<file path="config.mk">
export PLATFORM = sky130hd
export DESIGN_NAME = dcs_requant
export DESIGN_NICKNAME = d
export VERILOG_FILES = /design/src/rtl/dcs_requant.sv
export SDC_FILE = /design/constraint.sdc
export NUM_CORES = 1
export LEC_CHECK = 0
export CAP_MARGIN = 20
export CORE_MARGIN = 2
export CORE_UTILIZATION = 30
export CTS_CLUSTER_DIAMETER = 60
export CTS_CLUSTER_SIZE = 14
export DETAILED_ROUTE_END_ITERATION = 8
export SETUP_SLACK_MARGIN = 0.2
export SLEW_MARGIN = 0
export SYNTH_ARGS = -nofsm -noshare
export SYNTH_HDL_FRONTEND = slang
export SYNTH_SLANG_ARGS = --single-unit
</file>
<file path="constraint.sdc">
create_clock -name clk -period 7.2 [get_ports clk]
set_clock_uncertainty 0.15 [all_clocks]
set_input_delay 1.44 -clock clk [delete_from_list [all_inputs] [get_ports clk]]
set_output_delay 1.44 -clock clk [all_outputs]
set_load 0.005 [all_outputs]
</file>
<file path="src/rtl/dcs_requant.sv">
// Output requantizer: ping-pong buffers frames of N_WORDS words and emits each frame
// scaled by a per-frame power-of-two shift. Define DCSQ_ROUND_EN for round-half-up scaling.
module dcs_requant #(
    parameter int N_WORDS = 8,
    parameter int IN_W    = 32,
    parameter int OUT_W   = 8
) (
    input  logic                       clk,
    input  logic                       rst,
    input  logic                       in_valid,
    input  logic [IN_W-1:0]            in_data,
    output logic                       out_valid,
    input  logic                       out_ready,
    output logic [OUT_W-1:0]           out_data,
    output logic                       out_last,
    output logic [4:0]                 out_shift,
    output logic [$clog2(N_WORDS)-1:0] out_argmax,
    output logic                       ovf
);
    localparam int AW = $clog2(N_WORDS);
    localparam logic [AW-1:0] LAST = AW'(N_WORDS - 1);

    logic [N_WORDS-1:0][IN_W-1:0] mem [2];
    logic [IN_W-1:0] maxv [2];
    logic [AW-1:0]   amax [2];
    logic [4:0]      shft [2];
    logic [1:0]      full, sok;
    logic            wb, rb, drop;
    logic [AW-1:0]   wcnt, rcnt;

    logic hs, free, start, blocked, wr, last_in;

    function automatic logic [4:0] calc_shift(input logic [IN_W-1:0] m);
        logic [4:0] s;
        s = '0;
        for (int i = OUT_W; i < IN_W; i++)
            if (m[i]) s = 5'(i - (OUT_W - 1));
        return s;
    endfunction

    assign hs      = out_valid && out_ready;
    assign free    = hs && (rcnt == LAST);
    assign start   = in_valid && (wcnt == '0);
    // a buffer being drained on this very edge is already free for a new frame
    assign blocked = full[wb] && !(free && (rb == wb));
    assign wr      = in_valid && (start ? !blocked : !drop);
    assign last_in = in_valid && (wcnt == LAST);

    always_ff @(posedge clk) begin
        if (wr) mem[wb][wcnt] <= in_data;
    end

    always_ff @(posedge clk or posedge rst) begin
        if (rst) begin
            for (int b = 0; b < 2; b++) begin
                maxv[b] <= '0;
                amax[b] <= '0;
                shft[b] <= '0;
            end
            full <= '0;
            sok  <= '0;
            wb   <= 1'b0;
            rb   <= 1'b0;
            drop <= 1'b0;
            wcnt <= '0;
            rcnt <= '0;
            ovf  <= 1'b0;
        end else begin
            // shift is derived one cycle after the frame lands, from its final max
            for (int b = 0; b < 2; b++) begin
                if (full[b] && !sok[b]) begin
                    sok[b]  <= 1'b1;
                    shft[b] <= calc_shift(maxv[b]);
                end
            end
            if (in_valid) begin
                wcnt <= last_in ? '0 : wcnt + 1'b1;
                if (start && blocked) begin
                    drop <= 1'b1;
                    ovf  <= 1'b1;
                end
                if (wr) begin
                    if (start || in_data > maxv[wb]) begin
                        maxv[wb] <= in_data;
                        amax[wb] <= wcnt;
                    end
                    if (last_in) begin
                        full[wb] <= 1'b1;
                        wb       <= ~wb;
                    end
                end
                if (last_in) drop <= 1'b0;
            end
            if (free) begin
                full[rb] <= 1'b0;
                sok[rb]  <= 1'b0;
                rb       <= ~rb;
                rcnt     <= '0;
            end else if (hs) begin
                rcnt <= rcnt + 1'b1;
            end
        end
    end

    logic [IN_W:0] word, rnd, scaled;
    logic [4:0]    s_cur;

    always_comb begin
        s_cur = shft[rb];
        word  = {1'b0, mem[rb][rcnt]};
`ifdef DCSQ_ROUND_EN
        rnd   = (s_cur == 5'd0) ? '0 : ((IN_W+1)'(1) << (s_cur - 5'd1));
`else
        rnd   = '0;
`endif
        scaled = (word + rnd) >> s_cur;
    end

    assign out_valid  = full[rb] && sok[rb];
    assign out_data   = !out_valid ? '0 :
                        (|scaled[IN_W:OUT_W]) ? {OUT_W{1'b1}} : scaled[OUT_W-1:0];
    assign out_last   = out_valid && (rcnt == LAST);
    assign out_shift  = out_valid ? s_cur : 5'd0;
    assign out_argmax = out_valid ? amax[rb] : '0;
endmodule
</file>
==> PnR_summary.wiki, run 1 <==
{| class="wikitable"
! Metric !! Value
|-
| Outcome || finished, final reports clean
|-
| Final Slew Violations || 0
|-
| Insertion delay of the later-clocked pin in the worst-skew pair || 0.60 ns
|-
| Hold Path Origin || ovf$_DFFE_PP0P_
|-
| Top cell type's share of synthesized area || 0.5786
|-
| Area leader, netlist || sky130_fd_sc_hd__edfxtp_1
|-
| Total routing usage reported by global routing || 0.1498
|-
| Switching power share of the total || 0.3277
|-
| Main area contributors after synthesis || sky130_fd_sc_hd__edfxtp_1 (58%), sky130_fd_sc_hd__mux4_2 (12%), sky130_fd_sc_hd__dfrtp_1 (8.9%), sky130_fd_sc_hd__mux2_2 (5.5%), sky130_fd_sc_hd__mux2i_1 (3.0%)
|-
| Antenna viol nets, final || 0
|-
| Synth Register Bits || 606
|-
| Worst Hold Path EP || ovf$_DFFE_PP0P_
|-
| CTS tree || yes
|-
| Number of port buffers || 54
|-
| Area Growth Syn to Fin || 15.05%
|-
| Antenna cell count || 0
|-
| Number of cell instances on the worst register-to-register path || 12
|-
| Transition time at the pin with the least slew margin || roughly 0.94 ns
|-
| Detailed-router iteration count before antenna repair || 6
|-
| Net count of the finished layout || 1,704
|-
| Average wire length per cell after detail routing || 24.23 um
|-
| Asr flop ratio synth || 0.1551
|-
| DR vias || roughly 15,000
|-
| Post-layout worst setup margin || ~0.30 ns
|-
| P_sw || 3.539 mW
|-
| CTS Sinks || around 610
|-
| Xor and xnor fraction of the mapped netlist area || 0.0006593
|-
| Worst reg-to-reg setup slack || 2.21 ns
|-
| Path type of the worst setup path || flop to output pin
|-
| GRT overflow || 0
|-
| Placement Setup Slack || 0.5297 ns
|-
| Setup tns final || 0 ns
|-
| Synth unique cells || 61
|-
| Number of buffers added by the clock tree synthesis step || 52
|-
| Fraction of power consumed by the clock network || 0.242
|-
| Unrepaired setup endpoints after global routing || false
|-
| Number of top-level design ports || 55
|-
| Number of vias per cell || between 5 and 6
|-
| Hold crit path type || flop to flop
|-
| Count of cells along the worst hold path || 1
|-
| Pin count of the biggest net entering global routing || 54
|-
| Remaining DRCs || 0
|-
| Fraction of synthesized area in multiplexers || 0.2091
|-
| Cell at the root of the clock tree || sky130_fd_sc_hd__clkbuf_16
|-
| Finish-stage setup viols || 0
|-
| Combinational family with the most area after synthesis || multiplexers
|-
| Standby leakage power || around 10 nW
|-
| Area fraction in compound gates after synthesis || 0.04671
|-
| CP startpoint kind || flop
|-
| Highest Clock Rate || 0.1449 GHz
|-
| Share of cells above drive strength 1 || 0.2671
|-
| Number of global-route vias before repair || 15,150
|-
| Antenna violations before repair || 4
|-
| Fraction of the cycle the final worst path needs || 0.9587
|-
| Worst EP arrival || 5.31 ns
|-
| Clock-pin slew reported for the worst setup and hold paths after clock tree synthesis || 0.07 ns
|-
| Number of warnings reported in the yosys synthesis log || 0
|-
| Power density relative to cell area || roughly 350 nW/um2
|-
| Initial Utilization || 0.3016
|-
| Wire length of the first global-routing pass || approximately 100 mm
|-
| Die X || 301.6 um
|-
| Height of the die || slightly above 300 um
|-
| Clock Path Buffers || 3
|-
| Cell count after synthesis || about 1,500
|-
| Synth Area in Simple Gates || 0.04219
|-
| Worst R2R Start || rcnt[1]$_DFFE_PP0P_
|-
| Estimated wirelength of the detail-placed design || 42.52 mm
|-
| Ranking of synthesized cells by instance count || sky130_fd_sc_hd__edfxtp_1 (512), sky130_fd_sc_hd__mux4_2 (146), sky130_fd_sc_hd__mux2_2 (130)
|-
| Sequential share of the synthesized area || 0.6672
|-
| Highest net fanout along the worst path || 6
|-
| Number of placement rows || 109
|-
| Number of enable-type register cells in the synthesized netlist || 512
|-
| Die area || approximately 90,000 um2
|-
| Final core occ || 0.3470
|-
| Global placer's final weighted congestion || 0.9213
|-
| Fraction of power consumed by sequential logic || 0.428
|-
| Peak supply drop || 0.0002419 V
|-
| Mapped Nets || 1,604
|-
| Time the final worst path needs with I/O delays and setup || 6.902 ns
|-
| Number of maximum-capacitance constraint violations || 0
|-
| Per-instance average area after synthesis || 17.35 um2
|-
| Proportion of power drawn by combinational gates || 0.330
|-
| Hold_buf cts || 0
|-
| Total Wirelength || 68.33 mm
|-
| Design internal power || 7.262 mW
|-
| Nature of the critical path endpoint || output pin
|-
| Post-synthesis instance area || 26,570 um2
|-
| H-tree depth reported by CTS || 2
|-
| Violation count after the first detailed-route iteration || 1,361
|-
| Worst Path Required || between 5 and 6 ns
|-
| Top flip-flop cell by instance count after synthesis || sky130_fd_sc_hd__edfxtp_1
|-
| Relative slew margins || 0.3744
|-
| Endpoints failing hold || 0
|-
| Endpoint of the lowest-slack register-to-register path || mem[0][116]$_DFFE_PP_
|-
| Core box area || slightly below 90,000 um2
|-
| Adder-Cell Fraction of Synth Area || 0.01742
|-
| Most common cell in the synthesized netlist || sky130_fd_sc_hd__edfxtp_1
|}
registers in the layout, summed over array words and instances, names as in the netlist:
name / count
wb: 1
ovf: 1
wcnt: 3
drop: 1
rcnt: 3
amax: 6
sok: 2
mem: 512
shft: 10
rb: 1
maxv: 64
full: 2
stage by stage:
stage | cells | hold WS, ns | area (um2) | power [mW]
after floorplan | 1531 | 0.3090 | 26570 | 6.940
after detailed placement | 2732 | 0.3029 | 28870 | 8.174
after global routing | 2820 | 0.3637 | 30570 | 11.31
after CTS | 2815 | 0.3231 | 30490 | 10.84
final | 2820 | 0.3197 | 30570 | 10.80
after global placement | 2732 | 0.3036 | 28870 | 8.142
area by class of cell:
type | count | area, um2
Fill cell | 8403 | 57530
Sequential cell | 606 | 17740
Multi-Input combinational cell | 825 | 8567
Tap cell | 1165 | 1458
Clock buffer | 69 | 1390
Timing Repair Buffer | 124 | 1215
Clock inverter | 9 | 113.9
Inverter | 22 | 85.08
power by group through the flow:
stage          clock [mW]  sequential (mW)  combinational (mW)
2_1_floorplan           0             4.51                2.43
3_3_place_gp            0             4.71                3.43
3_5_place_dp            0             4.74                3.44
4_1_cts              2.68             4.63                3.53
5_1_grt              2.80             4.67                3.84
6_report             2.61             4.62                3.57
layer usage:
metal  routed length (um)  vias to the layer above  GRT usage
li1                     -                     6357          -
met1                29700                     7792     0.2038
met2                32190                      520     0.2426
met3                 4189                      125    0.02572
met4                 2222                        6    0.05116
met5                   26                        -          0
kinds of logic after synthesis:
logic type | count (synthesis)
adder cells (fa/ha/maj) | 37
XOR/XNOR | 2
multiplexers | 356
buffers and inverters | 100
AO/OA/AOI/OAI | 183
AND/OR/NAND/NOR | 247
flip-flops | 606
cell usage in the layout (no fill, tap or decap), drive strengths merged, types with 5 or more instances in the layout:
cell type	netlist	final
o22ai	10	10
nand2b	13	13
clkbuf	44	69
nor2b	5	5
nand4	8	8
o21a	12	12
edfxtp	512	512
o21ai	32	32
ha	37	37
nand3	13	13
nor2	86	86
nand2	66	66
o211ai	8	8
o31ai	6	6
mux2i	80	80
a31oi	6	6
nor4	6	6
clkinv	0	5
a21o	11	11
nor3	35	35
mux4	146	146
a211oi	11	11
dfrtp	94	94
buf	34	70
a21oi	42	42
mux2	130	130
o21bai	8	8
inv	22	25
clkdlybuf4s50	0	54
critical path: stages (launching register included):
cell	delay, ns
sky130_fd_sc_hd__dfrtp_4	0.52
sky130_fd_sc_hd__buf_12	0.15
sky130_fd_sc_hd__buf_12	0.13
sky130_fd_sc_hd__mux4_2	0.50
sky130_fd_sc_hd__mux2_2	0.33
sky130_fd_sc_hd__mux4_2	0.53
sky130_fd_sc_hd__nor3_1	0.24
sky130_fd_sc_hd__a31oi_1	0.09
sky130_fd_sc_hd__or4_1	0.54
sky130_fd_sc_hd__a2111o_1	0.47
sky130_fd_sc_hd__a221oi_4	0.31
sky130_fd_sc_hd__buf_12	0.16
sky130_fd_sc_hd__o2111ai_1	0.09
sky130_fd_sc_hd__and3_1	0.20
sky130_fd_sc_hd__clkdlybuf4s50_1	0.45
how the worst max path moves through the flow:
| stage | start | end | slack [ns] |
|---|---|---|---|
| after floorplan | rb$_DFFE_PP0P_ | mem[0][32]$_DFFE_PP_ | 1.79 |
| after global placement | rb$_DFFE_PP0P_ | out_data[1] | 0.59 |
| after detailed placement | rb$_DFFE_PP0P_ | out_data[1] | 0.53 |
| after CTS | rb$_DFFE_PP0P_ | out_data[1] | 0.27 |
| after global routing | rb$_DFFE_PP0P_ | out_data[3] | 0.20 |
| final | rb$_DFFE_PP0P_ | out_data[4] | 0.30 |
timing repair:
| item | in CTS | in global routing |
|---|---|---|
| endpoints found under the setup margin | 8 | 8 |
| setup buffers | 5 | 5 |
| gates resized for setup | 4 | 1 |
Power figures use the tool's default switching activity.
==> inputs of run 2 (changes only) <==
--- a/config.mk
+++ b/config.mk
@@ -11,6 +11,7 @@
 export CTS_CLUSTER_DIAMETER = 60
 export CTS_CLUSTER_SIZE = 14
 export DETAILED_ROUTE_END_ITERATION = 8
+export GPL_TIMING_DRIVEN = 1
 export SETUP_SLACK_MARGIN = 0.2
 export SLEW_MARGIN = 0
 export SYNTH_ARGS = -nofsm -noshare
==> results of run 2 <==
Final layout, timing and power as in run 1 (identical DEF).
